### config.mk
export PLATFORM = sky130hd
export DESIGN_NAME = xadc_drp_responder
export DESIGN_NICKNAME = d
export VERILOG_FILES = /design/src/rtl/xadc_drp_responder.sv
export SDC_FILE = /design/constraint.sdc
export NUM_CORES = 1
export LEC_CHECK = 0
export ABC_AREA = 1
export CAP_MARGIN = 40
export CORE_UTILIZATION = 48
export CTS_CLUSTER_DIAMETER = 100
export CTS_CLUSTER_SIZE = 14
export DETAILED_ROUTE_END_ITERATION = 16
export SLEW_MARGIN = 40
export SYNTH_ARGS = -nofsm -noshare
export SYNTH_HDL_FRONTEND = slang
export SYNTH_SLANG_ARGS = --single-unit
export TNS_END_PERCENT = 20
### constraint.sdc
create_clock -name clk200 -period 21.5 [get_ports clk200]
set_clock_uncertainty 0.15 [all_clocks]
set_input_delay 2.15 -clock clk200 [delete_from_list [all_inputs] [get_ports clk200]]
set_output_delay 2.15 -clock clk200 [all_outputs]
set_load 0.02 [all_outputs]
### src/rtl/xadc_drp_responder.sv
// XADC-style DRP responder: register map behind a fixed-latency DRP port plus a conversion stub.
// Optional protocol-error checking is built only when XADC_RESP_ERRCHK_EN is defined.
module xadc_drp_responder #(
  parameter int DRP_LAT       = 4,
  parameter int CONV_CYCLES   = 26,
  parameter int SETTLE_CYCLES = 4
) (
  input  logic        clk200,
  input  logic        rst,
  input  logic        den,
  input  logic        dwe,
  input  logic [6:0]  daddr,
  input  logic [15:0] di,
  output logic        drdy,
  output logic [15:0] do_out,
  input  logic        convst,
  input  logic [11:0] sample_data,
  output logic        busy,
  output logic        eoc,
  output logic        eos,
  output logic [4:0]  channel,
  output logic        err
);

  localparam logic [3:0] LAT_LD    = 4'(DRP_LAT);
  localparam logic [7:0] CONV_LD   = 8'(CONV_CYCLES);
  localparam logic [7:0] SETTLE_LD = 8'(SETTLE_CYCLES);

  typedef enum logic {DIDLE, DPEND} dstate_t;
  typedef enum logic [1:0] {CIDLE, CONV, SETTLE} cstate_t;

  dstate_t     dstate, dstate_nxt;
  cstate_t     cstate, cstate_nxt;
  logic [3:0]  dcnt;
  logic [7:0]  ccnt;
  logic        lat_we;
  logic [6:0]  lat_addr;
  logic [15:0] lat_di;
  logic [4:0]  conv_ch;
  logic [15:0] cfg0, cfg1, cfg2;
  logic [15:0] res [32];
  logic [15:0] rd_data;
  logic        accept, fire, conv_start, settle_start, conv_done, settle_done;

  // A den coinciding with the drdy cycle is not accepted.
  always_comb begin
    accept       = (dstate == DIDLE) && den && !drdy;
    fire         = (dstate == DPEND) && (dcnt == 4'd1);
    conv_start   = (cstate == CIDLE) && convst && (cfg1[15:12] == 4'b0011);
    settle_start = (cstate == CIDLE) && fire && lat_we && (lat_addr == 7'h40) && !conv_start;
    conv_done    = (cstate == CONV) && (ccnt == 8'd1);
    settle_done  = (cstate == SETTLE) && (ccnt == 8'd1);
    busy         = (cstate != CIDLE);
  end

  always_ff @(posedge clk200 or posedge rst) begin
    if (rst) begin
      dstate <= DIDLE;
      cstate <= CIDLE;
    end else begin
      dstate <= dstate_nxt;
      cstate <= cstate_nxt;
    end
  end

  always_comb begin
    dstate_nxt = dstate;
    case (dstate)
      DIDLE:   if (accept) dstate_nxt = DPEND;
      DPEND:   if (fire) dstate_nxt = DIDLE;
      default: dstate_nxt = DIDLE;
    endcase
  end

  always_comb begin
    cstate_nxt = cstate;
    case (cstate)
      CIDLE: begin
        if (conv_start)        cstate_nxt = CONV;
        else if (settle_start) cstate_nxt = SETTLE;
      end
      CONV:    if (conv_done) cstate_nxt = CIDLE;
      SETTLE:  if (settle_done) cstate_nxt = CIDLE;
      default: cstate_nxt = CIDLE;
    endcase
  end

  always_ff @(posedge clk200 or posedge rst) begin
    if (rst) begin
      dcnt     <= '0;
      lat_we   <= 1'b0;
      lat_addr <= '0;
      lat_di   <= '0;
    end else if (accept) begin
      dcnt     <= LAT_LD;
      lat_we   <= dwe;
      lat_addr <= daddr;
      lat_di   <= di;
    end else if (dstate == DPEND && !fire) begin
      dcnt <= dcnt - 4'd1;
    end
  end

  always_ff @(posedge clk200 or posedge rst) begin
    if (rst) begin
      ccnt    <= '0;
      conv_ch <= '0;
    end else if (conv_start) begin
      ccnt    <= CONV_LD;
      conv_ch <= cfg0[4:0];
    end else if (settle_start) begin
      ccnt <= SETTLE_LD;
    end else if (cstate != CIDLE) begin
      ccnt <= ccnt - 8'd1;
    end
  end

  // Read mux forwards a result being written on the same edge.
  always_comb begin
    rd_data = 16'h0000;
    if (lat_addr[6:5] == 2'b00) begin
      if (conv_done && conv_ch == lat_addr[4:0]) rd_data = {sample_data, 4'h0};
      else                                      rd_data = res[lat_addr[4:0]];
    end else begin
      case (lat_addr)
        7'h40:   rd_data = cfg0;
        7'h41:   rd_data = cfg1;
        7'h42:   rd_data = cfg2;
        default: rd_data = 16'h0000;
      endcase
    end
  end

  always_ff @(posedge clk200 or posedge rst) begin
    if (rst) begin
      drdy   <= 1'b0;
      do_out <= '0;
      cfg0   <= 16'h0000;
      cfg1   <= 16'h2000;
      cfg2   <= 16'h0400;
    end else begin
      drdy   <= fire;
      do_out <= fire ? rd_data : 16'h0000;
      if (fire && lat_we) begin
        case (lat_addr)
          7'h40:   cfg0 <= lat_di;
          7'h41:   cfg1 <= lat_di;
          7'h42:   cfg2 <= lat_di;
          default: ;
        endcase
      end
    end
  end

  always_ff @(posedge clk200 or posedge rst) begin
    if (rst) begin
      eoc     <= 1'b0;
      eos     <= 1'b0;
      channel <= '0;
      for (int i = 0; i < 32; i++) res[i] <= '0;
    end else begin
      eoc <= conv_done;
      eos <= conv_done;
      if (conv_done) begin
        channel      <= conv_ch;
        res[conv_ch] <= {sample_data, 4'h0};
      end
    end
  end

`ifdef XADC_RESP_ERRCHK_EN
  logic err_q;
  always_ff @(posedge clk200 or posedge rst) begin
    if (rst) err_q <= 1'b0;
    else if ((den && dstate == DPEND) || (convst && busy) ||
             (den && dwe && daddr[6:5] == 2'b00)) err_q <= 1'b1;
  end
  assign err = err_q;
`else
  assign err = 1'b0;
`endif

endmodule

After elaboration in Yosys (flattened, before gate mapping)
Cells that the tools add are included.

storage, ports and cells
  flip-flop bits (word level) = 627
  input bits = 40
  word-level logic and storage cells = 117

operators by class
  add/subtract/negate cells = 2
  magnitude comparators = 3
  eq/ne operators = 12
  mux-type cells = 23
  bitwise gates (word level) = 3
  reductions and logical operators = 27

operators with widths
  kind                   number
  $bwmux W512            1
  $mux W16               6
  $bmux W16 S5           1
  $demux W16 S5          1
  $pmux W16 S3           1
  $mux W8                3
  $eq A7 B7 Y1 const B   3
  $logic_and A1 B1 Y1    15
  $ge A6 B6 Y1 const B   2
  $not A5 Y6             2
  $eq A8 B1 Y1 const B   1
  $mux W2                4
  $mux W4                2
  $sub A8 B1 Y8 const B  1
  $lt A6 B1 Y1 const B   1
  $pmux W2 S3            1
  $reduce_and A2 Y1      3
  $eq A5 B5 Y1           1
  $eq A4 B1 Y1 const B   1
  $eq A4 B2 Y1 const B   1
  $logic_not A2 Y1       2
  $ne A2 B2 Y1 const B   2
  $reduce_bool A2 Y1     2
  $sub A4 B1 Y4 const B  1
  9 further kinds        12

Depth between registers and ports, before layout
Gate-level depths: netlist of run 1.

  word-level depth = 9
  gate-level depth with buffers = 14
  gate-level depth less buffers = 12

Worst setup path before layout of run 1
Ideal clock, no wire load.

  path type = input-to-reg
  from = input port den
  to = register lat_addr[4]
  library setup time = 136 ps
  arrival time = 3076 ps
  required time = 21214 ps
  path slack = 18138 ps
  stages on the path = 5
  buffers on the path = 2
  cell sequence = inv_1 nor3_1 clkbuf_1 clkbuf_1 o21ai_0

on the way
  cells in the longest elaborated chain, start to end = 2

ends and longest elaborated chain
  element                            line  RTL
  start: declaration                 10    input logic den,
  $logic_and A1 B1 Y1 (2 in series)  47    accept = (dstate == DIDLE) && den && !drdy;
  end signal: assignment             97    lat_addr <= daddr;
  end: declaration                   37    logic [6:0] lat_addr;

No other way between the ends.
A chain may end at the register's enable or synchronous reset.

Final worst setup path of run 1
  from = register cstate[1]
  to = output port busy

on the way
  cells in the longest elaborated chain, start to end = 1

ends and longest elaborated chain
  element                   line  RTL
  start: declaration        33    cstate_t cstate, cstate_nxt;
  start signal: assignment  62    cstate <= cstate_nxt;
  $reduce_bool A2 Y1        53    busy = (cstate != CIDLE);
  end: declaration          18    output logic busy,

No other way between the ends.

==> flow_summary.ini, run 1 <==
[synth]
ys_ff_latch = 499
synthTopCellsByCount = 1054 x nand2_1, 497 x dfrtp_1, 468 x o21ai_0
synth_top_flop_cell = dfrtp_1
seq_area_frac_synth = 0.5388
synth_area_um2 = 23180
synth_top_area_cell = dfrtp_1
avgSynthCellArea_um2 = 7.784
yosys.cell_types.count = 35
yosysMostFrequentCell = nand2_1
synth_edf_count = 0
synth_fp_nets = 3022
yosys_warnings = 0
synth_top_area_frac = 0.5365
async_flop_share = 1.000
synthTopCellsByArea = dfrtp_1 54%, nand2_1 17%, o21ai_0 10%
postSynthCellCount = 2978

[place]
place_congestion = 0.8299
port_buffers = 64
hpwl_mm = 41.75

[die]
rows = 80
die_area_um2 = 49180
core_um2 = 47650
die_w_um = 221.8
start_util = 0.4866
ios = 66
fp.dieH_um = 221.8

[layout]
diodes = 0
regArea_um2 = 12500
final_core_util = 0.5329
nets = 2982
multi_input_area_um2 = 8975
area_delta_synth_final_pct = 9.526
drive_gt1_frac = 0.04890
n_fill_cell = 4572

[cts]
cts_setup_buffers = 0
clk_pin_slew_ns = 0.07
htree_levels = 2
cts-root-buf = clkbuf_16
clk_latency_ns = 0.57
cts_resized = 0
cts_tree = built
cts_hold_buf = 0
cts_max_path_buffers = 3
cts_buffers = 41
clkSinkCount = 499

[drt]
routedWlPerCell_um = 18.78
final_antenna_net_count = 0
vias = 19234
drc = 0
viasPerCell = 5.403
drtIter0Drc = 1635
first_pass_iters = 5
wl_mm = 66.84

[critical_path]
r2r_start = lat_addr[0]
reg2regPathDepth = 13
cp-startpoint = cstate[1]
reg2reg_to = do_out[14]
crit_end = busy
startpoint_type = flip-flop
worstSetupPathType = flip-flop to output pin
cp_data_required_time_ns = 19.20
reg2reg_slack_ns = 17.69
cp-end-kind = output pin
cp_max_fo = 4
critical_path_arrival_ns = 1.86

[sta]
fmax_ghz = 0.2401
rsz0062_at_grt = false
slew-limit-headroom = 0.4163
fin_crit_ns = 4.165
fin_tns_setup_ns = 0
hold_viol = 0
drv_slew = 0
tightest_slew_ns = 0.8689
finalCritPeriodShare = 0.1937
setup_viol = 0

[pwr]
p_per_area_nw_per_um2 = 95.03
ir_drop_mv = 0.06152
p_leak_uw = 0.01388

[job]
maxCapViolations = 0

[grt]
grt-ovfl-total = 0
antenna_found_initial = 0
grt_pass1_wl_mm = 107.0
grt_start_max_net_pins = 104
grt_util_all_layers = 0.2799
first_global_vias = 18472

[outcome]
status = completed

[worst_hold_path]
min_path_type = flip-flop to flip-flop
## how the worst min path moves through the flow
stage | start | endpoint | slack (ns) | depth (start not counted)
global placement | res[362] | res[362] | 0.31 | 2
CTS | ccnt[2] | ccnt[2] | 0.33 | 2
global route | dcnt[3] | dcnt[3] | 0.35 | 1
finish | ccnt[2] | ccnt[2] | 0.33 | 2
floorplan | dcnt[3] | dcnt[3] | 0.28 | 1
detailed placement | dcnt[3] | dcnt[3] | 0.31 | 1
## where the power goes
group	total (uW)	internal, uW	switching (uW)
logic	700	173	526
clock network	678	343	335
registers	1040	979	56.3
## area by class of cell
| class | instances | area share |
|---|---|---|
| Multi-Input combinational cell | 2027 | 0.3535 |
| Inverter | 255 | 0.03809 |
| Clock buffer | 49 | 0.04159 |
| Tap cell | 615 | 0.03031 |
| Clock inverter | 1 | 0.0002957 |
| Timing Repair Buffer | 114 | 0.04405 |
| Sequential cell | 499 | 0.4922 |
## metrics by stage
step / instances / hold slack (ns) / total power [uW] / area [um^2] / setup slack, ns
final: 3560 / 0.3253 / 2413 / 25390 / 17.34
after global routing: 3560 / 0.3470 / 2540 / 25390 / 17.00
after CTS: 3559 / 0.3284 / 2428 / 25350 / 17.25
after detailed placement: 3509 / 0.3120 / 1749 / 24290 / 16.62
after global placement: 3495 / 0.3083 / 1739 / 24100 / 16.18
after floorplan: 2978 / 0.2831 / 1458 / 23180 / 5.272
## kinds of logic after synthesis
logic type | share of synthesized area
adder cells (fa/ha/maj) | 0.002159
other | 0.0001618
flip-flops | 0.5388
buffers and inverters | 0.07572
AO/OA/AOI/OAI | 0.1133
XOR/XNOR | 0.002645
AND/OR/NAND/NOR | 0.2672
## sequential cells by signal (all words and copies together), names as in the netlist
register / count
lat_di: 16
lat_we: 1
cfg0: 16
eos: 1
do_out: 16
dcnt: 4
channel: 5
res: 384
dstate: 1
cfg1: 16
ccnt: 8
cfg2: 16
lat_addr: 7
cstate: 2
drdy: 1
conv_ch: 5
## placed cells by master, fill, tap and decap left out, types with 7 or more instances in the layout
cell,instances
nor2_1,225
clkbuf_1,8
dfrtp_1,495
clkbuf_16,41
nand4_1,37
nor3_1,8
buf_4,38
nand2_1,1048
a21oi_1,23
buf_6,8
clkdlybuf4s50_1,64
nand4_4,10
o21ai_1,14
nor3_2,7
o21ai_0,468
inv_1,243
nand3_1,138
## metal layers
| metal | share of wire | global-route usage | vias up |
|---|---|---|---|
| met5 | 0 | 0 | - |
| met4 | 0.029 | 0.08378 | 0 |
| met3 | 0.062 | 0.05155 | 108 |
| met2 | 0.46 | 0.4468 | 541 |
| met1 | 0.45 | 0.3895 | 9327 |
| li1 | - | - | 9258 |
## worst max-delay path: stages, from the launching register on
cell	delay, ns
dfrtp_1	0.38
inv_1	0.06
nand2_1	0.19
clkdlybuf4s50_1	0.67
(Power assumes the default switching activity.)
==> run 2, diff against run 1 <==
--- a/config.mk
+++ b/config.mk
@@ -11,6 +11,7 @@
 export CTS_CLUSTER_DIAMETER = 100
 export CTS_CLUSTER_SIZE = 14
 export DETAILED_ROUTE_END_ITERATION = 16
+export PLACE_DENSITY = 0.67
 export SLEW_MARGIN = 40
 export SYNTH_ARGS = -nofsm -noshare
 export SYNTH_HDL_FRONTEND = slang
==> constraint.sdc (replaced) <==
create_clock -name clk200 -period 3.8 [get_ports clk200]
set_clock_uncertainty 0.15 [all_clocks]
set_input_delay 0.38 -clock clk200 [delete_from_list [all_inputs] [get_ports clk200]]
set_output_delay 0.38 -clock clk200 [all_outputs]
set_load 0.02 [all_outputs]
==> flow_summary.ini, run 2 (same netlist as run 1, synthesis figures left out) <==
[cts]
clk_latency_ns = 0.59
cts_buffers = 41
cts-root-buf = clkbuf_16
cts_max_path_buffers = 3
cts_setup_buffers = 0
clk_pin_slew_ns = 0.07
cts_tree = built
cts_resized = 0
htree_levels = 2
cts_hold_buf = 0
clkSinkCount = 499

[drt]
drc = 0
final_antenna_net_count = 0
drtIter0Drc = 1962
vias = 19617
wl_mm = 66.85
routedWlPerCell_um = 18.55
viasPerCell = 5.445
first_pass_iters = 6

[pwr]
p_per_area_nw_per_um2 = 536.0
p_leak_uw = 0.01408
ir_drop_mv = 0.3766

[place]
hpwl_mm = 43.59
pre_cts_ws_ns = 0.7358
place_congestion = 0.9076
port_buffers = 64

[layout]
regMostFlops = res
regArea_um2 = 12490
largest_reg_flops = 384
diodes = 0
area_delta_synth_final_pct = 10.97
drive_gt1_frac = 0.06024
multi_input_area_um2 = 8962
n_fill_cell = 4405
mostFrequentLayoutCell = nand2_1
nets = 3023
layout_common_cells = 1054 x nand2_1, 495 x dfrtp_1, 468 x o21ai_0, 243 x inv_1, 226 x nor2_1

[grt]
grt-ovfl-total = 0
antenna_found_initial = 0
grt_start_max_net_pins = 67
first_global_vias = 18797
grt_util_all_layers = 0.2769
grt_pass1_wl_mm = 107.0

[sta]
setup_ws_ns = 0.6332
drv_slew = 0
hold_viol = 0
rsz0062_at_grt = false
fmax_ghz = 0.3158
fin_crit_ns = 3.167
hold_ws_ns = 0.04294
setup_viol = 0
finalCritPeriodShare = 0.8334
slew-limit-headroom = 0.4640
tightest_slew_ns = 0.8032

[die]
ios = 66
rows = 80
start_util = 0.4866
die_w_um = 221.8
die_area_um2 = 49180
fp.dieH_um = 221.8
core_um2 = 47650

[job]
maxCapViolations = 0

[outcome]
status = completed

[worst_hold_path]
min_path_type = primary input to async pin

[critical_path]
critPathMaxStageDelay_ns = 0.64
crit_top_cell = nand2_1
worstSetupPathType = flip-flop to flip-flop
crit_path_top_delay_cell = nand2_1
cp_data_required_time_ns = 4.12
startpoint_type = flip-flop
cp-end-kind = flip-flop
crit_chain = inv_1 -> ha_1 -> nand3_1 -> nor3_2 -> nand2_1 -> nor3_4 -> nand2_1 -> o21ai_0
critical_path_arrival_ns = 3.48
cp_max_fo = 24
## run 2: final timing paths
path | startpoint | endpoint | slack (ns) | cells past startpoint
worst max-delay path | ccnt[1] | res[15] | 0.63 | 8
worst min-delay path | rst | res[317] | 0.04 | 2
worst max register to register | ccnt[1] | res[15] | 0.63 | 8
worst min register to register | dcnt[3] | dcnt[3] | 0.32 | 1
max in group asynchronous | rst | cfg1[14] | 2.42 | 5
min in group clk200 | di[2] | lat_di[2] | 0.20 | 3
## run 2: layout make-up
cell class / count / share of cell area
Multi-Input combinational cell: 2027 / 0.3484
Tap cell: 615 / 0.02991
Timing Repair Buffer: 155 / 0.05661
Inverter: 255 / 0.03735
Sequential cell: 499 / 0.4857
Clock buffer: 49 / 0.04105
Clock inverter: 3 / 0.0009728
## run 2: per-layer routing
layer	wire, um	GRT usage	vias to the layer above
met5	0	0	-
met4	2503	0.1100	0
met3	4426	0.04267	141
met2	30220	0.4289	682
met1	29690	0.3915	9459
li1	-	-	9335
## run 2: critical path: cells and delay by family (launching register included)
kind                     cells  cell delay [ns]
flip-flops                   1             0.37
buffers and inverters        1             0.12
AND/OR/NAND/NOR              5             1.87
adder cells (fa/ha/maj)      1             0.16
AO/OA/AOI/OAI                1             0.37
## run 2: where the power goes
group	total, uW	switching [uW]	internal, uW
Clock	3870	1920	1950
Combinational	4150	3060	1090
Sequential	5770	235	5540
Total	13800	5210	8580
## run 2: metrics by stage
stage	power, uW	util	TNS (ns)	cell area, um^2	std cells
finish	13790	0.5399	0	25720	3603
global route	14430	0.5399	0	25720	3603
CTS	13750	0.5392	0	25690	3602
detailed placement	9905	0.5165	0	24610	3550
global placement	9862	0.5161	0	24590	3549
floorplan	8250	-	-1742.15	23190	2978
